`src/rtl/fp16_divider.sv`:
```
// fp16_divider: sequential fp16 divider, restoring mantissa division one quotient bit per cycle
module fp16_divider #(
  parameter int EXP_BIAS = 15,
  parameter int QBITS    = 12
) (
  input  logic        clk,
  input  logic        rst,
  input  logic [15:0] din_a,
  input  logic [15:0] din_b,
  input  logic        in_valid,
  output logic        in_ready,
  output logic [15:0] dout,
  output logic        out_valid,
  input  logic        out_ready
);
  typedef enum logic [1:0] {IDLE, DIV, NORM, DONE} state_t;
  state_t state, state_nx;
  logic              sign;
  logic [4:0]        ea, eb;
  logic [10:0]       mb;
  logic [11:0]       rem, rem_sub, q;
  logic [3:0]        cnt;
  logic              ge;
  logic signed [6:0] e;
  logic [15:0]       norm_val, spec_val;
  logic              spec, s_in;
  logic              a_zero, b_zero, a_inf, b_inf, a_nan, b_nan;
  assign in_ready  = (state == IDLE) && !rst;
  assign out_valid = (state == DONE);
  // operand classification and special-case results, resolved at accept
  always_comb begin
    a_zero   = din_a[14:10] == 5'd0;
    b_zero   = din_b[14:10] == 5'd0;
    a_inf    = din_a[14:10] == 5'h1F && din_a[9:0] == 10'd0;
    b_inf    = din_b[14:10] == 5'h1F && din_b[9:0] == 10'd0;
    a_nan    = din_a[14:10] == 5'h1F && din_a[9:0] != 10'd0;
    b_nan    = din_b[14:10] == 5'h1F && din_b[9:0] != 10'd0;
    s_in     = din_a[15] ^ din_b[15];
    spec     = a_zero || b_zero || a_inf || b_inf || a_nan || b_nan;
    spec_val = (a_nan || b_nan || (a_zero && b_zero) || (a_inf && b_inf)) ? 16'h7E00 :
               (a_inf || b_zero) ? {s_in, 5'h1F, 10'h0} : {s_in, 15'h0};
  end
  // one restoring step plus exponent/normalisation of the finished quotient
  always_comb begin
    ge       = rem >= {1'b0, mb};
    rem_sub  = ge ? rem - {1'b0, mb} : rem;
    e        = 7'(ea) - 7'(eb) + 7'(EXP_BIAS) - (q[11] ? 7'sd0 : 7'sd1);
    norm_val = e >= 7'sd31 ? {sign, 5'h1F, 10'h0} :
               e <= 7'sd0  ? {sign, 15'h0} :
               {sign, e[4:0], q[11] ? q[10:1] : q[9:0]};
  end
  // state register
  always_ff @(posedge clk)
    state <= rst ? IDLE : state_nx;
  // next-state logic
  always_comb begin
    state_nx = state;
    state_nx = state == IDLE ? (in_valid ? (spec ? DONE : DIV) : IDLE) :
               state == DIV  ? (cnt == 4'(QBITS - 1) ? NORM : DIV) :
               state == NORM ? DONE :
               (out_ready ? IDLE : DONE);
  end
  // datapath: capture operands, shift in quotient bits, produce result
  always_ff @(posedge clk) begin
    if (rst) begin
      sign <= 1'b0;
      ea   <= '0;
      eb   <= '0;
      mb   <= '0;
      rem  <= '0;
      q    <= '0;
      cnt  <= '0;
      dout <= '0;
    end else if (state == IDLE && in_valid) begin
      sign <= s_in;
      ea   <= din_a[14:10];
      eb   <= din_b[14:10];
      mb   <= {1'b1, din_b[9:0]};
      rem  <= {2'b01, din_a[9:0]};
      q    <= '0;
      cnt  <= '0;
      if (spec) dout <= spec_val;
    end else if (state == DIV) begin
      q    <= {q[10:0], ge};
      rem  <= {rem_sub[10:0], 1'b0};
      cnt  <= cnt + 4'd1;
    end else if (state == NORM) begin
      dout <= norm_val;
    end
  end
endmodule
```
`config.mk`:
```
export PLATFORM = sky130hd
export DESIGN_NAME = fp16_divider
export DESIGN_NICKNAME = d
export VERILOG_FILES = /design/src/rtl/fp16_divider.sv
export SDC_FILE = /design/constraint.sdc
export NUM_CORES = 1
export LEC_CHECK = 0
export BUFFER_PORTS_ARGS = -buffer_cell sky130_fd_sc_hd__clkbuf_2
export CAP_MARGIN = 20
export CORE_MARGIN = 4
export CORE_UTILIZATION = 63
export DETAILED_ROUTE_END_ITERATION = 10
export PLACE_DENSITY = 0.86
export SYNTH_ARGS = -nofsm -noshare
export SYNTH_HDL_FRONTEND = slang
export SYNTH_SLANG_ARGS = --single-unit
```
`constraint.sdc`:
```
create_clock -name clk -period 5.5 [get_ports clk]
set_input_delay 1.375 -clock clk [delete_from_list [all_inputs] [get_ports clk]]
set_output_delay 1.375 -clock clk [all_outputs]
set_load 0.005 [all_outputs]
```
* After elaboration in Yosys (flattened, before gate mapping) *
Index checks and enable logic that the tools add are counted.

operators by class
  add/subtract/negate cells = 5
  magnitude comparators = 3
  eq/ne operators = 8
  mux-type cells = 20
  bitwise gates (word level) = 1
  reduce and logical (&&, ||, !) cells = 29

operators by type and width
  cell                   count
  $mux W16               5
  $mux W15               3
  $mux W11               3
  $logic_not A10 Y1      2
  $reduce_bool A10 Y1    2
  $mux W2                7
  $ge A12 B11 Y1         1
  $sub A11 B11 Y11       1
  $eq A5 B5 Y1 const B   2
  $logic_not A5 Y1       2
  $mux W10               1
  $logic_or A1 B1 Y1     9
  $logic_and A1 B1 Y1    8
  $add A6 B5 Y7 const B  1
  $ge A7 B6 Y1 const B   1
  $le A7 B1 Y1 const B   1
  $sub A7 B1 Y7          1
  $sub A5 B5 Y6          1
  $add A4 B1 Y4 const B  1
  $eq A2 B2 Y1 const B   2
  $eq A4 B4 Y1 const B   1
  $reduce_bool A2 Y1     2
  $reduce_and A3 Y1      1
  $eq A2 B1 Y1 const B   1
  other kinds (7)        7

word-level totals
  register bits = 68
  input bits = 36
  output and inout port bits = 18
  word-level logic and storage cells = 76

* Logic depth before layout (Yosys ltp) *
Gate-level depths: netlist (run 1).

  word-level depth = 9
  depth in mapped cells = 17
  mapped depth without buffers = 16

* Worst setup path before layout (run 1) *
Ideal clock, no wire load.

  kind = input -> output
  start = input rst
  end = output in_ready
  arrival time = 2004 ps
  data required time = 4125 ps
  slack = 2121 ps
  stages = 3
  buffers on the path = 2
  cell sequence = clkbuf_1 > clkbuf_1 > nor3_1

on the way
  word-level cells in the longest chain between the ends = 2

ends and longest elaborated chain
  element              RTL line  RTL
  start: declaration   7         input logic rst,
  $logic_not A1 Y1     28        assign in_ready = (state == IDLE) && !rst;
  $logic_and A1 B1 Y1  28
  end: declaration     11        output logic in_ready,

Every way passes these cells.

* Final worst setup path (run 1) *
  start = register ea[0]
  end = register dout[5]

on the way
  word-level cells in the longest chain between the ends = 9
  elaborated cells between the ends (all ways) = 10
  classes of those cells = 3 x add/sub; 2 x order compare; 5 x mux

ends and longest elaborated chain
  element                   RTL line  RTL
  start: declaration        19        logic [4:0] ea, eb;
  start signal: assignment  76        ea <= din_a[14:10];
  $sub A5 B5 Y6 (*)         47        e = 7'(ea) - 7'(eb) + 7'(EXP_BIAS) - (q[11] ? 7'sd0 : 7'sd1);
  $add A6 B5 Y7 (*)         47
  $sub A7 B1 Y7 (*)         47
  $le A7 B1 Y1              49        e <= 7'sd0 ? {sign, 15'h0} :
  $mux W15                  49
  $mux W15 (*)              48        norm_val = e >= 7'sd31 ? {sign, 5'h1F, 10'h0} :
  $mux W16 (*)              87        end else if (state == NORM) begin
  $mux W16 (*)              83        end else if (state == DIV) begin
  $mux W16 (*)              74        end else if (state == IDLE && in_valid) begin
  end signal: assignment    82        if (spec) dout <= spec_val;
  end signal: assignment    88        dout <= norm_val;
  end: declaration          12        output logic [15:0] dout,

Every way passes the cells marked *; elsewhere a longest branch is shown, timed or not. The select of a mux whose other input is x is not followed.
A chain may end at the register's enable or synchronous reset.

==> results_dict.tcl, run 1 <==
set metrics [dict create \
    status "finished, final reports clean" \
    m1WireLength_um 4050 \
    crit_required_ns 5.79 \
    hold_end "mb[9]$_SDFFE_PP0P_" \
    min_path_type "flop to flop" \
    synth_top_area_cell "dfxtp_1" \
    grt_pass1_vias 3547 \
    grt_max_degree 57 \
    die_x_um 88.4 \
    max_freq_mhz 274 \
    synthFlopType "dfxtp_1" \
    ys_seq_elements 68 \
    hold_start "mb[9]$_SDFFE_PP0P_" \
    rsz0062_at_grt "no" \
    postCtsResizedCells 0 \
    finClkSkew_ns 0.0102 \
    p_leak_nw 1.79 \
    ys_top_cells_by_area "dfxtp_1, nand2_1, ha_1" \
    ys_warn_count 0 \
    synth-seq-area-share 0.334 \
    antenna_found_initial 0 \
    drv_cap 0 \
    crit_path_end_kind "flop" \
    tightest_slew_ns 1.01 \
    ys_types 64 \
    max_slew_margin 0.322 \
    synth.avg_cell_area_um2 7.79 \
    syn_area_um2 4080 \
    met2_length_um 4830 \
    cts_tree "built" \
    final_hold_viol_count 0 \
    placed_cells 629 \
    power-per-cell-area_nw_per_um2 358 \
    routed-wl-met3_um 691 \
    synth_top_area_frac 0.334 \
    dr.pass1.iters 4 \
    min_period_ns 3.66 \
    nets 622 \
    areaGrowthSynthToFinish_pct 12.5 \
    wl_per_cell_um 15.1 \
    final_cells 645 \
    top_layer "met4" \
    clk_path_buf_depth 2 \
    grtUsageTotal 0.257 \
    clock_latency_ns 0.35 \
    routed_via_density 6.03 \
    synth_async_sr_flop_share 0 \
    cts_sinks 68 \
    r2r_setup_slack_ns 1.84 \
    maxSlewViolCount 0 \
    core_region_area_um2 6310 \
    io_pins 54 \
    grt-ovfl-total 0 \
    fin_tns_setup_ns 0 \
    fin_crit_sh 0.665 \
    ys_top_cells_by_count "nand2_1, dfxtp_1, a21oi_1" \
    gp_congestion 0.967 \
    vias 3888 \
    cp_max_fo 10 \
    total_power_mw 1.64 \
    holdBufCountCts 0 \
    ant_nets 0 \
    arrival_ns 3.95 \
    synth_edf_count 0 \
    ir_drop_mv 0.247 \
    r2r-start "ea[0]$_SDFFE_PP0P_" \
    cts_root_buf "clkbuf_8" \
    drc 0 \
    port_buffers 53 \
    yosysMostFrequentCell "nand2_1" \
    wl_um 9740 \
    postCtsSetupBuffers 0 \
    postLayoutCoreUtil 0.726 \
    dp_hpwl_um 7040 \
    critPathKind "flop to flop" \
    hold_depth 2 \
    cts_buffers 9 \
    n_antenna_cell 0 \
    synthCells 523 \
    start_util 0.646 \
    timing.rr.end "dout[5]$_SDFFE_PP0P_" \
    clk_pin_slew_worst_paths_ns 0.08 \
    startpoint "ea[0]$_SDFFE_PP0P_" \
    cp-start-kind "flop" \
    rows 29 \
    syn_nets 582 \
    final_layout_size_suffix_gt1_frac 0.157 \
    die_area_um2 7820 \
    ff2ff_path_depth 16 \
    dr.first_iter.drc_count 363 \
    finalSetupViolCount 0 \
    die-height_um 88.4 \
    grt_pass1_wl_um 15900 \
    cts_htree_levels 3 \
]
## report_power, final
group | internal [mW] | switching (mW)
Clock | 0.272 | 0.207
Combinational | 0.239 | 0.369
Sequential | 0.525 | 0.0302
## metrics by stage
stage | instance area [µm²] | hold WS (ns) | setup WS, ns
after floorplan | 4080 | 0.436 | 2.12
after global placement | 4350 | 0.441 | 2.00
final | 4590 | 0.455 | 1.84
after detailed placement | 4350 | 0.448 | 1.87
after CTS | 4590 | 0.459 | 1.84
after global routing | 4590 | 0.482 | 1.59
## cells by family after synthesis
kind of cell | share of synthesized area
adder cells (fa/ha/maj) | 0.0743
XOR/XNOR | 0.0381
buffers and inverters | 0.0540
AO/OA/AOI/OAI | 0.226
multiplexers | 0.0273
flip-flops | 0.334
AND/OR/NAND/NOR | 0.246
## layout by cell type, fill, tap and decap left out, drive strengths merged, types with 12 or more instances in the layout
cell,count
inv,30
nor2,44
nand3,20
a21oi,53
o21ai,19
xnor2,12
clkbuf,63
ha,21
nand2,89
dfxtp,68
## sequential cells by signal (all words and copies together), names as in the netlist
register and cells:
q 12, dout 16, rem 12, ea 5
eb 5, state 2, cnt 4, mb 11
sign 1
## area by class of cell
cell class | count | area (µm²)
Sequential cell | 68 | 1360
Clock buffer | 10 | 138
Timing Repair Buffer | 57 | 295
Inverter | 28 | 105
Tap cell | 77 | 96.3
Clock inverter | 6 | 95.1
Multi-Input combinational cell | 399 | 2490
Fill cell | 510 | 1730
## per-layer routing
| layer | global-route usage | vias up |
|---|---|---|
| met3 | 0.0596 | 21 |
| li1 | - | 1933 |
| met5 | 0 | - |
| met4 | 0.0893 | 0 |
| met2 | 0.443 | 130 |
| met1 | 0.316 | 1804 |
## critical path, stage by stage (launching register included)
cell and delay, ns:
dfxtp_1 0.32, inv_1 0.06, ha_1 0.19, inv_1 0.06
fa_1 0.49, nand2_1 0.16, nand2b_1 0.07, a21oi_1 0.17
xnor2_1 0.08, ha_1 0.32, o31ai_1 0.10, nor3_2 0.14
or4b_4 0.52, a21oi_4 0.18, o22ai_4 0.12, a211oi_4 0.38
a32o_1 0.24
## worst max-delay path by stage
stage | to | cells past startpoint | slack [ns]
floorplan | in_ready | 3 | 2.12
detailed placement | dout[5]$_SDFFE_PP0P_ | 16 | 1.87
global placement | dout[2]$_SDFFE_PP0P_ | 16 | 2.00
CTS | dout[5]$_SDFFE_PP0P_ | 16 | 1.84
finish | dout[5]$_SDFFE_PP0P_ | 16 | 1.84
global route | dout[1]$_SDFFE_PP0P_ | 16 | 1.59
(Power assumes the default switching activity.)
==> run 2: changes to the inputs <==
--- a/config.mk
+++ b/config.mk
@@ -5,12 +5,13 @@
 export SDC_FILE = /design/constraint.sdc
 export NUM_CORES = 1
 export LEC_CHECK = 0
+export ABC_AREA = 1
 export BUFFER_PORTS_ARGS = -buffer_cell sky130_fd_sc_hd__clkbuf_2
 export CAP_MARGIN = 20
 export CORE_MARGIN = 4
-export CORE_UTILIZATION = 63
+export CORE_UTILIZATION = 52
 export DETAILED_ROUTE_END_ITERATION = 10
-export PLACE_DENSITY = 0.86
+export PLACE_DENSITY = 0.76
 export SYNTH_ARGS = -nofsm -noshare
 export SYNTH_HDL_FRONTEND = slang
 export SYNTH_SLANG_ARGS = --single-unit
==> constraint.sdc (replaced) <==
create_clock -name clk -period 3.2 [get_ports clk]
set_input_delay 0.8 -clock clk [delete_from_list [all_inputs] [get_ports clk]]
set_output_delay 0.8 -clock clk [all_outputs]
set_load 0.005 [all_outputs]
==> run 2 against run 1 <==
Effect of this change: flip-flop and latch count unchanged; via count about the same; worst setup slack worse by 1.5 ns; combinational power rose to 2.7 times the previous value; area after synthesis down 3.0%; synthesized cell count up 11%; count of clock-buffer cells in the layout down 1; non-clock buffer count up 1; critical path depth up 3; highest routed layer unchanged.
==> results_dict.tcl, run 2 <==
set metrics [dict create \
    status "finished, final reports clean" \
    clk_pin_slew_worst_paths_ns 0.08 \
    die-height_um 95.2 \
    dr.first_iter.drc_count 264 \
    p_leak_nw 2.09 \
    synth_async_sr_flop_share 0 \
    seqPwrFrac 0.300 \
    path_cells "inv_1 > ha_1 > inv_1 > fa_1 > a21oi_1 > o21ai_0 > xor2_1 > ha_1 > nand4_1 > nand2_1 > inv_1 > nand2_1 > nand2_1 > nand2_2 > nand2_2 > nand3_1 > nand2_1 > nand2_1 > a21oi_1" \
    synth_top_area_cell "dfxtp_1" \
    slowest_stage "fa_1" \
    final_layout_size_suffix_gt1_frac 0.156 \
    ir_drop_mv 0.350 \
    drc 0 \
    path_depth 19 \
    largest_register "dout" \
    rows 31 \
    clk_path_buf_depth 2 \
    grt_max_degree 55 \
    ys_top_cells_by_area "dfxtp_1, nand2_1, a21oi_1" \
    swShare 0.444 \
    p_comb_frac 0.487 \
    cts_root_buf "clkbuf_8" \
    holdBufCountCts 0 \
    dp_hpwl_um 6960 \
    r2r_setup_slack_ns 0.38 \
    arrival_ns 3.11 \
    rsz0062_at_grt "no" \
    syn_nets 637 \
    fin_tns_setup_ns 0 \
    cp-start-kind "flop" \
    die_x_um 95.2 \
    nets 682 \
    timing.rr.end "dout[10]$_SDFFE_PP0P_" \
    final_hold_viol_count 0 \
    ys_types 38 \
    ant_nets 0 \
    hold_depth 2 \
    synth_top_area_frac 0.344 \
    hold_start "eb[3]$_SDFFE_PP0P_" \
    hold_end "eb[3]$_SDFFE_PP0P_" \
    final_cells 727 \
    ff2ff_path_depth 19 \
    start_util 0.540 \
    grt_pass1_vias 3594 \
    ys_top_cells_by_count "nand2_1, dfxtp_1, a21oi_1" \
    fin_crit_sh 0.882 \
    crit_top_cell "nand2_1" \
    p_clk_frac 0.213 \
    internal_power_mw 1.91 \
    vias 3890 \
    final_common_cell "nand2_1" \
    met1_usage 0.289 \
    synthCells 578 \
    tightest_slew_ns 0.904 \
    synth-seq-area-share 0.344 \
    finalSetupViolCount 0 \
    areaGrowthSynthToFinish_pct 13.4 \
    r2r-start "ea[0]$_SDFFE_PP0P_" \
    maxSlewViolCount 0 \
    yosysMostFrequentCell "nand2_1" \
    cts_sinks 68 \
    finClkSkew_ns 0.0131 \
    max_slew_margin 0.393 \
    antenna_found_initial 0 \
    ys_seq_elements 68 \
    min_path_type "flop to flop" \
    max_freq_mhz 354 \
    crit_buf_inv 3 \
    slowest_delay_ns 0.41 \
    synthFlopType "dfxtp_1" \
    largest_register_ffs 16 \
    routed_via_density 5.35 \
    postCtsSetupBuffers 0 \
    critPathKind "flop to flop" \
    final_cell_mix "nand2_1, dfxtp_1, a21oi_1" \
    grtUsageTotal 0.222 \
    ys_warn_count 0 \
    placed_cells 711 \
    power-per-cell-area_nw_per_um2 767 \
    crit_path_end_kind "flop" \
    n_antenna_cell 0 \
    cts_buffers 9 \
    postCtsResizedCells 0 \
    gp_congestion 0.853 \
    cp_max_fo 11 \
    crit_required_ns 3.48 \
    cts_htree_levels 3 \
    wl_um 9410 \
    syn_area_um2 3960 \
    grt_use_met3 0.0426 \
    reg.largest.list "dout x16, q x12, rem x12" \
    use_met2 0.357 \
    crit_family "adder cells" \
    cts_tree "built" \
    netSwitchingPower_mw 1.53 \
    io_pins 54 \
    grt-ovfl-total 0 \
    synth_edf_count 0 \
    die_area_um2 9060 \
    drv_cap 0 \
    synth.avg_cell_area_um2 6.84 \
    port_buffers 53 \
    grt_pass1_wl_um 16000 \
    dr.pass1.iters 4 \
    min_period_ns 2.82 \
    grt.busiest_layer "met2" \
    core_region_area_um2 7330 \
    wl_per_cell_um 12.9 \
    clock_latency_ns 0.36 \
]
[run 2: stage by stage]
step | power [mW] | hold slack (ns) | area [µm²] | util | worst slack, ns
after floorplan | 2.37 | 0.433 | 3960 | - | 0.731
after global placement | 2.67 | 0.445 | 4280 | 0.584 | 0.476
after detailed placement | 2.71 | 0.451 | 4280 | 0.584 | 0.331
after CTS | 3.44 | 0.464 | 4480 | 0.612 | 0.380
after global routing | 3.74 | 0.483 | 4480 | 0.612 | 0.0946
final | 3.44 | 0.457 | 4480 | 0.612 | 0.378
[run 2: how the worst max path moves through the flow]
stage | from | end
2_1_floorplan | ea[0]$_SDFFE_PP0P_ | dout[2]$_SDFFE_PP0P_
3_3_place_gp | ea[0]$_SDFFE_PP0P_ | dout[10]$_SDFFE_PP0P_
3_5_place_dp | in_valid | dout[11]$_SDFFE_PP0P_
4_1_cts | ea[0]$_SDFFE_PP0P_ | dout[10]$_SDFFE_PP0P_
5_1_grt | ea[0]$_SDFFE_PP0P_ | dout[10]$_SDFFE_PP0P_
6_report | ea[0]$_SDFFE_PP0P_ | dout[10]$_SDFFE_PP0P_
[run 2: cell type report]
cell class	instances	area [µm²]
multi-input cells	422	2250
fillers	694	2850
clock inverters	7	76.3
inverters	64	240
well taps	99	124
repair buffers	58	303
flip-flops and latches	68	1360
clock buffers	9	124
[run 2: worst min-delay path, cell delays in order (launching register included)]
cell	delay, ns
dfxtp_1	0.30
inv_1	0.06
a21oi_1	0.06
[run 2: kinds of logic after synthesis]
| kind of cell | Yosys count | share of synthesized area |
|---|---|---|
| flops | 68 | 0.344 |
| xor+xnor | 9 | 0.0199 |
| buf+inv | 88 | 0.0857 |
| compound gates | 131 | 0.182 |
| fa+ha+maj | 23 | 0.0766 |
| simple gates | 259 | 0.292 |
[run 2: per-layer routing]
metal / wire length, µm / vias to the layer above
li1: - / 2009
met1: 4540 / 1776
met2: 4270 / 87
met3: 396 / 18
met4: 207 / 0
met5: 0 / -
[run 2: power by group through the flow]
stage | sequential, mW | combinational, mW | clock, mW
after detailed placement | 1.05 | 1.66 | 0
after global routing | 1.04 | 1.92 | 0.772
after CTS | 1.03 | 1.67 | 0.745
final | 1.03 | 1.67 | 0.730
after floorplan | 1.03 | 1.34 | 0
after global placement | 1.05 | 1.62 | 0
==> run 3: changes to the inputs <==
==> constraint.sdc (replaced) <==
create_clock -name clk -period 3.2 [get_ports clk]
set_input_delay 0.64 -clock clk [delete_from_list [all_inputs] [get_ports clk]]
set_output_delay 0.64 -clock clk [all_outputs]
set_load 0.005 [all_outputs]
==> run 3 against run 2 <==
Effect of this change: worst hold slack gained 0.00054 ns; clock skew down 0.0065 ns; combinational power about the same; cell count stayed put; flip-flop and latch count is the same; via count up 1.8%; sequential power hardly changed; largest cell class unchanged.
==> results_dict.tcl, run 3 (synthesis gave the netlist of run 2 again) <==
set metrics [dict create \
    die-height_um 95.2 \
    clk_pin_slew_worst_paths_ns 0.08 \
    dr.first_iter.drc_count 277 \
    critPathKind "flop to flop" \
    max_slew_margin 0.399 \
    fill_cells 686 \
    port_buffers 53 \
    n_antenna_cell 0 \
    maxSlewViolCount 0 \
    postCtsSetupBuffers 0 \
    ant_nets 0 \
    die_x_um 95.2 \
    fin_tns_setup_ns 0 \
    tightest_slew_ns 0.896 \
    status "finished, final reports clean" \
    largest_register "dout" \
    reg.largest.list "dout x16, q x12, rem x12" \
    arrival_ns 3.05 \
    dp_hpwl_um 7170 \
    crit_path_end_kind "flop" \
    gp_congestion 0.880 \
    swShare 0.423 \
    min_period_ns 2.82 \
    multi_input_area_um2 2250 \
    cts_htree_levels 3 \
    crit_required_ns 3.43 \
    min_path_type "flop to flop" \
    nets 682 \
    max_freq_mhz 355 \
    holdBufCountCts 0 \
    cp_max_fo 11 \
    start_util 0.540 \
    cts_buffers 9 \
    p_leak_nw 2.12 \
    internal_power_mw 2.07 \
    p_comb_frac 0.468 \
    ff2ff_path_depth 22 \
    p_clk_frac 0.245 \
    antenna_found_initial 0 \
    dr.pass1.iters 6 \
    grtUsageTotal 0.227 \
    cts_tree "built" \
    vias 3959 \
    fin_crit_sh 0.881 \
    grt-ovfl-total 0 \
    clk_path_buf_depth 2 \
    routed_via_density 5.45 \
    post-place-ws_ns 0.449 \
    drv_cap 0 \
    final_common_cell "nand2_1" \
    hold_depth 2 \
    wl_um 9660 \
    seqCellArea_um2 1360 \
    areaGrowthSynthToFinish_pct 14.6 \
    seqPwrFrac 0.287 \
    die_area_um2 9060 \
    postCtsResizedCells 0 \
    clock_latency_ns 0.35 \
    final_cell_mix "nand2_1, dfxtp_1, a21oi_1" \
    io_pins 54 \
    drc 0 \
    largest_register_ffs 16 \
    finClkSkew_ns 0.00667 \
    hold_slack_ns 0.458 \
    cts_sinks 68 \
    final_hold_viol_count 0 \
    wl_per_cell_um 13.3 \
    setup_ws_ns 0.381 \
    grt_max_degree 55 \
    ir_drop_mv 0.324 \
    rsz0062_at_grt "no" \
    final_layout_size_suffix_gt1_frac 0.156 \
    cts_root_buf "clkbuf_8" \
    netSwitchingPower_mw 1.52 \
    grt_pass1_wl_um 16400 \
    grt_pass1_vias 3635 \
    rows 31 \
    power-per-cell-area_nw_per_um2 792 \
    core_region_area_um2 7330 \
    finalSetupViolCount 0 \
    cp-start-kind "flop" \
]
run 3: cell types whose count changed in the layout (fill, tap and decap cells not counted):
cell	delta
bufinv_16	+2
clkinv_2	-1
clkinvlp_4	-1
run 3: cell type report:
type                    instances  share of cell area
multi-input cells             422               0.498
flip-flops and latches         68               0.300
repair buffers                 58              0.0668
inverters                      64              0.0530
clock buffers                   9              0.0273
clock inverters                 7              0.0273
well taps                      99              0.0273
run 3: path summary, 6_finish.rpt:
| path | from | to | slack (ns) |
|---|---|---|---|
| max | ea[0]$_SDFFE_PP0P_ | dout[10]$_SDFFE_PP0P_ | 0.38 |
| min | eb[4]$_SDFFE_PP0P_ | eb[4]$_SDFFE_PP0P_ | 0.46 |
| max reg2reg | ea[0]$_SDFFE_PP0P_ | dout[10]$_SDFFE_PP0P_ | 0.38 |
| min reg2reg | eb[4]$_SDFFE_PP0P_ | eb[4]$_SDFFE_PP0P_ | 0.46 |
run 3: power by group through the flow:
stage / Combinational [mW] / Sequential [mW] / Clock [mW]
finish: 1.68 / 1.03 / 0.879
global route: 1.91 / 1.05 / 0.934
CTS: 1.67 / 1.03 / 0.887
detailed placement: 1.65 / 1.05 / 0
global placement: 1.62 / 1.04 / 0
floorplan: 1.34 / 1.03 / 0
run 3: stage by stage:
stage | cell area (µm²) | total power [mW] | util | instances
floorplan | 3960 | 2.37 | - | 578
global placement | 4280 | 2.66 | 0.584 | 711
detailed placement | 4280 | 2.70 | 0.584 | 711
CTS | 4530 | 3.58 | 0.618 | 727
global route | 4530 | 3.89 | 0.618 | 727
finish | 4530 | 3.59 | 0.618 | 727
run 3: worst max-delay path, cell delays in order (launching register included):
cell and delay, ns:
dfxtp_1 0.31, inv_1 0.06, ha_1 0.14, inv_1 0.06, fa_1 0.40, inv_1 0.08, nand2_1 0.06, nand2_2 0.11
nand2_1 0.11, nand2_1 0.08, inv_1 0.05, ha_1 0.18, inv_1 0.05, nand2_1 0.07, nand3b_1 0.17, nand2_1 0.12
nand2_1 0.07, nor2_1 0.13, nand2_2 0.16, nand3_1 0.11, nand2_1 0.05, nand2_1 0.05, a21oi_1 0.06
run 3: metal layers:
layer  global-route usage  wire [µm]  share of wire
met1                0.294       4500           0.47
met2                0.373       4610           0.48
met5                    0          0              0
met4               0.0757         86         0.0089
met3               0.0497        462          0.048
